$ cat config.mk
export PLATFORM = sky130hd
export DESIGN_NAME = data_mem_responder
export DESIGN_NICKNAME = d
export VERILOG_FILES = /design/src/rtl/data_mem_responder_pkg.sv /design/src/rtl/data_mem_responder_write_queue.sv /design/src/rtl/data_mem_responder.sv
export SDC_FILE = /design/constraint.sdc
export NUM_CORES = 2
export LEC_CHECK = 0
export BUFFER_PORTS_ARGS = -buffer_cell sky130_fd_sc_hd__buf_4
export CAP_MARGIN = 0
export CORE_ASPECT_RATIO = 0.9
export CORE_UTILIZATION = 40
export CTS_CLUSTER_DIAMETER = 150
export CTS_CLUSTER_SIZE = 24
export DETAILED_ROUTE_END_ITERATION = 12
export PLACE_DENSITY_LB_ADDON = 0.2
export SLEW_MARGIN = 15
export SYNTH_ARGS = -nofsm -noshare
export SYNTH_HDL_FRONTEND = slang
export SYNTH_SLANG_ARGS = --single-unit
$ cat constraint.sdc
create_clock -name clk -period 7.1 [get_ports clk]
set_input_delay 1.065 -clock clk [delete_from_list [all_inputs] [get_ports clk]]
set_output_delay 1.065 -clock clk [all_outputs]
set_load 0.01 [all_outputs]
$ cat src/rtl/data_mem_responder_pkg.sv
// data_mem_responder_pkg: shared constants and drain-state encoding for the data-memory responder
package data_mem_responder_pkg;
    localparam int DMEM_WQ_DEPTH = 4;
    localparam int DMEM_WRITE_CYCLES = 2;
    typedef enum logic {
        DMEM_DRAIN_IDLE = 1'b0,
        DMEM_DRAIN_BUSY = 1'b1
    } drain_state_t;
endpackage

$ cat src/rtl/data_mem_responder_write_queue.sv
// data_mem_responder_write_queue: posted-write FIFO with youngest-match forwarding on two lookup ports
module data_mem_responder_write_queue
    import data_mem_responder_pkg::*;
#(
    parameter int IDX_WIDTH = 6,
    parameter int DATA_WIDTH = 32,
    parameter int DEPTH = DMEM_WQ_DEPTH
) (
    input  logic                    clk,
    input  logic                    rst_n,
    input  logic                    clk_enable,
    input  logic                    enq,
    input  logic [IDX_WIDTH-1:0]    enq_idx,
    input  logic [DATA_WIDTH-1:0]   enq_data,
    input  logic                    deq,
    output logic [IDX_WIDTH-1:0]    head_idx,
    output logic [DATA_WIDTH-1:0]   head_data,
    output logic [$clog2(DEPTH):0]  count,
    output logic                    full,
    output logic                    empty,
    input  logic [IDX_WIDTH-1:0]    cpu_idx,
    output logic                    cpu_hit,
    output logic [DATA_WIDTH-1:0]   cpu_data,
    input  logic [IDX_WIDTH-1:0]    host_idx,
    output logic                    host_hit,
    output logic [DATA_WIDTH-1:0]   host_data
);
    localparam int PW = $clog2(DEPTH);
    localparam int CW = PW + 1;
    logic [IDX_WIDTH-1:0] idx_q [DEPTH];
    logic [DATA_WIDTH-1:0] data_q [DEPTH];
    logic [PW-1:0] head, tail;

    // Walk entries oldest to youngest so the last match found is the youngest
    function automatic logic [DATA_WIDTH:0] lookup(input logic [IDX_WIDTH-1:0] idx);
        logic [PW-1:0] s;
        lookup = '0;
        for (int k = 0; k < DEPTH; k++) begin
            s = head + PW'(k);
            if (CW'(k) < count && idx_q[s] == idx) lookup = {1'b1, data_q[s]};
        end
    endfunction

    always_comb begin
        {cpu_hit, cpu_data} = lookup(cpu_idx);
        {host_hit, host_data} = lookup(host_idx);
    end

    assign full = count == CW'(DEPTH);
    assign empty = count == '0;
    assign head_idx = idx_q[head];
    assign head_data = data_q[head];

    always_ff @(posedge clk or negedge rst_n) begin
        if (!rst_n) begin
            head <= '0;
            tail <= '0;
            count <= '0;
        end else if (clk_enable) begin
            if (enq) tail <= tail + 1'b1;
            if (deq) head <= head + 1'b1;
            count <= count + CW'(enq) - CW'(deq);
        end
    end

    always_ff @(posedge clk) begin
        if (clk_enable && enq) begin
            idx_q[tail] <= enq_idx;
            data_q[tail] <= enq_data;
        end
    end
endmodule

$ cat src/rtl/data_mem_responder.sv
// data_mem_responder: CPU data-memory responder with a posted write queue draining into a slow-write
// word array, plus a host load/dump port sharing the queue and array.
module data_mem_responder
    import data_mem_responder_pkg::*;
#(
    parameter int ADDR_WIDTH = 8,
    parameter int DATA_WIDTH = 32,
    parameter int DEPTH_WORDS = 64,
    parameter int WQ_DEPTH = DMEM_WQ_DEPTH,
    parameter int WRITE_CYCLES = DMEM_WRITE_CYCLES
) (
    input  logic                  clk,
    input  logic                  rst_n,
    input  logic                  clk_enable,
    input  logic [ADDR_WIDTH-1:0] i_mem_read_address,
    input  logic [ADDR_WIDTH-1:0] i_mem_write_address,
    input  logic [DATA_WIDTH-1:0] i_mem_write_data,
    input  logic                  i_mem_write_enable,
    output logic [DATA_WIDTH-1:0] o_mem_read_data,
    output logic                  o_cpu_stall,
    input  logic                  i_host_req_valid,
    input  logic                  i_host_req_write,
    input  logic [ADDR_WIDTH-1:0] i_host_addr,
    input  logic [DATA_WIDTH-1:0] i_host_wdata,
    output logic                  o_host_req_ready,
    output logic [DATA_WIDTH-1:0] o_host_rdata,
    output logic                  o_host_rdata_valid
);
    localparam int IW = ADDR_WIDTH - 2;
    localparam int CW = $clog2(WQ_DEPTH) + 1;
    localparam int WW = $clog2(WRITE_CYCLES + 1);
    logic [DATA_WIDTH-1:0] mem [DEPTH_WORDS];
    drain_state_t state, state_next;
    logic [WW-1:0] wcnt, wcnt_next;
    logic cpu_enq, host_enq, host_rd, enq, deq, full, empty, cpu_hit, host_hit, unused;
    logic [IW-1:0] cpu_idx, host_idx, head_idx;
    logic [DATA_WIDTH-1:0] head_data, cpu_fwd, host_fwd, host_word;
    logic [CW-1:0] count;

    assign cpu_idx = i_mem_read_address[ADDR_WIDTH-1:2];
    assign host_idx = i_host_addr[ADDR_WIDTH-1:2];
    assign unused = ^{i_mem_read_address[1:0], i_mem_write_address[1:0], i_host_addr[1:0]};
    assign o_cpu_stall = full;
    assign cpu_enq = i_mem_write_enable & ~full;
    // CPU stores win the single enqueue slot; host reads never wait
    assign o_host_req_ready = i_host_req_write ? ~full & ~cpu_enq : 1'b1;
    assign host_enq = i_host_req_valid & i_host_req_write & o_host_req_ready;
    assign host_rd = i_host_req_valid & ~i_host_req_write;
    assign enq = cpu_enq | host_enq;
    assign o_mem_read_data = cpu_hit ? cpu_fwd : mem[cpu_idx];
    assign host_word = host_hit ? host_fwd : mem[host_idx];

    data_mem_responder_write_queue #(
        .IDX_WIDTH(IW),
        .DATA_WIDTH(DATA_WIDTH),
        .DEPTH(WQ_DEPTH)
    ) u_wq (
        .clk(clk),
        .rst_n(rst_n),
        .clk_enable(clk_enable),
        .enq(enq),
        .enq_idx(cpu_enq ? i_mem_write_address[ADDR_WIDTH-1:2] : host_idx),
        .enq_data(cpu_enq ? i_mem_write_data : i_host_wdata),
        .deq(deq),
        .head_idx(head_idx),
        .head_data(head_data),
        .count(count),
        .full(full),
        .empty(empty),
        .cpu_idx(cpu_idx),
        .cpu_hit(cpu_hit),
        .cpu_data(cpu_fwd),
        .host_idx(host_idx),
        .host_hit(host_hit),
        .host_data(host_fwd)
    );

    always_ff @(posedge clk) begin
        if (clk_enable && deq) mem[head_idx] <= head_data;
    end

    always_ff @(posedge clk or negedge rst_n) begin
        if (!rst_n) begin
            state <= DMEM_DRAIN_IDLE;
            wcnt <= '0;
        end else if (clk_enable) begin
            state <= state_next;
            wcnt <= wcnt_next;
        end
    end

    // After a pop, stay busy if anything remains, including a same-cycle enqueue
    always_comb begin
        state_next = state;
        wcnt_next = wcnt;
        if (state == DMEM_DRAIN_IDLE) begin
            if (!empty) begin
                state_next = DMEM_DRAIN_BUSY;
                wcnt_next = WW'(WRITE_CYCLES - 1);
            end
        end else if (wcnt != '0) wcnt_next = wcnt - 1'b1;
        else if (count > CW'(1) || enq) wcnt_next = WW'(WRITE_CYCLES - 1);
        else state_next = DMEM_DRAIN_IDLE;
    end

    always_comb begin
        deq = state == DMEM_DRAIN_BUSY && wcnt == '0;
    end

    always_ff @(posedge clk or negedge rst_n) begin
        if (!rst_n) begin
            o_host_rdata_valid <= 1'b0;
            o_host_rdata <= '0;
        end else if (clk_enable) begin
            o_host_rdata_valid <= host_rd;
            if (host_rd) o_host_rdata <= host_word;
        end
    end
endmodule

==> results.sh <==
export IMPL_drive_gt1_share_pct=20.2
export IMPL_pwr_share_comb_pct=25.8
export IMPL_syn_inst=6985
export IMPL_hold_path_class="input pin to asynchronous set/reset pin"
export IMPL_pre_cts_ws_ns=1.20
export IMPL_wl_per_cell_um=40.1
export IMPL_grt_pass1_wl_um=580000
export IMPL_fin_ws_ns=0.989
export IMPL_async_flop_share_pct=1.92
export IMPL_grt_total_usage_pct=30.1
export IMPL_dp_hpwl_um=251000
export IMPL_vdd_ir_drop_max_mv=0.243
export IMPL_io_pins=161
export IMPL_num_vias=73300
export IMPL_overflow=0
export IMPL_worstSetupEndpointType="output port"
export IMPL_period_share_pct=86.1
export IMPL_vias_per_cell=6.91
export IMPL_maxCapViolations=0
export IMPL_clock_sinks=2243
export IMPL_ctsResizeCount=0
export IMPL_rsz0062_at_grt="false"
export IMPL_p_int_mw=22.2
export IMPL_root_buffer="clkbuf_16"
export IMPL_drv_slew=0
export IMPL_power_density_nw_per_um2=275
export IMPL_port_buffers=154
export IMPL_cp_arrival_ns=5.05
export IMPL_die_x_um=554
export IMPL_grt_start_max_net_pins=101
export IMPL_layout_area_overhead_vs_synth_pct=9.37
export IMPL_post_cts_buffers=0
export IMPL_status="completed"
export IMPL_numCtsBuffers=103
export IMPL_placement_rows=181
export IMPL_p_sw_share_pct=32.6
export IMPL_synth_compound_area_share_pct=8.51
export IMPL_synth_seq_cells=2243
export IMPL_cts_tree="built"
export IMPL_yosysUniqueCellTypes=58
export IMPL_crit_type="flop to output port"
export IMPL_finalClockSkew_ns=0.0604
export IMPL_critical_path_required_ns=6.03
export IMPL_drc=0
export IMPL_antenna_found_initial=34
export IMPL_gp_congestion=0.866
export IMPL_finalHoldViolations=0
export IMPL_ant_nets=0
export IMPL_drt_initial_drc_count=10800
export IMPL_clk_latency_ns=0.84
export IMPL_setup_violations=0
export IMPL_synthSimpleGateAreaFrac_pct=4.74
export IMPL_clockPowerShare_pct=21.1
export IMPL_setup_tns_final_ns=0
export IMPL_critPathMaxFanout=58
export IMPL_synth_top_family_by_area="multiplexers"
export IMPL_yosysWarnings=0
export IMPL_worstSetupStartpointType="flop"
export IMPL_min_period_ns=6.11
export IMPL_core_area_um2=271000
export IMPL_synth_area_um2=110000
export IMPL_start_util_pct=40.4
export IMPL_synth_flop_cell="edfxtp_1"
export IMPL_nNetsFinal=7095
export IMPL_synth_avg_cell_area_um2=15.7
export IMPL_relSlewSlack_pct=8.84
export IMPL_leakage_nw=39.3
export IMPL_tightest_slew_ns=1.36
export IMPL_synth_edf_count=2200
export IMPL_synth_nets=7088
export IMPL_fmax_mhz=164
export IMPL_clk_pin_slew_worst_paths_ns=0.11
export IMPL_clock_path_buffers=3
export IMPL_drt_first_pass_iters=6
export IMPL_power_frac_seq_pct=53.1
export IMPL_hold_buffers=0
export IMPL_die_h_um=499
export IMPL_drt_wl_total_um=425000
export IMPL_synthXorXnorAreaFrac_pct=0.384
export IMPL_grt_pass1_vias=70300
export IMPL_die_area_um2=276000
export IMPL_ys_seq_area_share_pct=61.3
export IMPL_synth_mux_area_share_pct=22.5
export IMPL_cts_max_level=3
export IMPL_synthAdderAreaFrac_pct=0.110
export IMPL_p_switching_mw=10.7
logic make-up after synthesis:
logic type,count (synthesis)
AND/OR/NAND/NOR,1012
adder cells (fa/ha/maj),9
AO/OA/AOI/OAI,1255
buffers and inverters,634
multiplexers,1784
flip-flops,2243
XOR/XNOR,48
cell usage after synthesis, types with 135 or more instances:
cell type  number  area [um2]
mux2i_1      1159       11600
nor3_1        151         756
nor2_1        229         860
a211oi_1      183        1370
clkbuf_1      355        1330
a221o_1       135        1350
o21ai_0       223        1120
nand2b_1      157         982
buf_2         153         766
a21oi_1       164         821
a221oi_1      413        3620
nand2_1       165         619
mux4_2        539       12100
edfxtp_1     2200       66100
per-layer routing:
layer / vias to the layer above / share of wire, % / GRT usage [%]
met5: - / 0.042 / 0
li1: 28800 / - / -
met2: 5025 / 45 / 46.4
met1: 38500 / 38 / 40.6
met3: 898 / 12 / 8.30
met4: 28 / 4.4 / 11.4
state kept, by name, summed over array words and instances, names as in the netlist:
signal and count:
wcnt 2, mem 2048, u_wq.tail 2, o_host_rdata 32, state 1, u_wq.count 3, u_wq.data_q 128, u_wq.idx_q 24
u_wq.head 2, o_host_rdata_valid 1
through the flow:
stage | total power [mW] | std cells | hold WS (ns) | utilization [%] | instance area (um2)
after floorplan | 22.5 | 6985 | 0.503 | - | 110000
after global placement | 25.8 | 10500 | 0.472 | 43.1 | 117000
after detailed placement | 26.1 | 10500 | 0.471 | 43.1 | 117000
after CTS | 32.8 | 10600 | 0.251 | 44.1 | 120000
after global routing | 33.8 | 10600 | 0.277 | 44.2 | 120000
final | 32.9 | 10600 | 0.281 | 44.2 | 120000
power by group through the flow:
stage	clock network (mW)	logic, mW	registers [mW]
after floorplan	0	4.80	17.7
after global placement	0	8.06	17.8
after detailed placement	0	8.25	17.8
after CTS	7.00	8.27	17.5
after global routing	7.42	8.87	17.6
final	6.95	8.49	17.5
cell usage in the layout (no fill, tap or decap), types with 31 or more instances in the layout:
cell type	synthesis	routed
buf_4	25	424
a21oi_1	164	153
clkbuf_16	0	103
o21ai_0	223	223
nor3b_1	65	64
nand3_1	61	59
dfrtp_1	43	41
nor2_4	0	67
edfxtp_1	2200	2200
buf_12	0	68
nor4_1	93	83
nor3_1	151	151
a221oi_1	413	413
or2_2	41	41
nand2b_1	157	154
xnor2_1	40	40
mux2_2	86	86
a221o_1	135	135
nand2_1	165	163
a211oi_1	183	183
mux2i_1	1159	1158
inv_1	34	31
nor2_1	229	162
mux4_2	539	539
worst max-delay path, cell delays in order, from the launching register on:
cell and delay, ns:
dfrtp_4 1.03, mux4_2 0.64, xor2_1 0.20, nor4_1 0.09, and2_1 0.42, nor3_4 0.72
buf_4 0.43, o21ai_0 0.15, o22ai_1 0.31, buf_4 0.20
cell type report:
cell class              count  area (um2)
diodes                     21        52.6
clock buffers             117        2630
clock inverters             9         153
fillers                 23700      151000
inverters                  35         143
multi-input cells        4108       40600
flip-flops and latches   2243       67100
well taps                3568        4460
repair buffers            501        4680
path summary, 6_finish.rpt:
path | from | end | slack [ns] | cells after the start
worst max-delay path | u_wq.head[0] | o_mem_read_data[9] | 0.99 | 9
worst min-delay path | rst_n | o_host_rdata[9] | 0.28 | 1
worst max register to register | u_wq.head[0] | mem[60][21] | 1.34 | 6
worst min register to register | o_host_rdata_valid | o_host_rdata_valid | 0.50 | 1
max in group asynchronous | rst_n | u_wq.head[1] | 6.31 | 1
min in group clk | o_host_rdata_valid | o_host_rdata_valid | 0.50 | 1
Note: power is estimated with default switching activity, not from simulation.
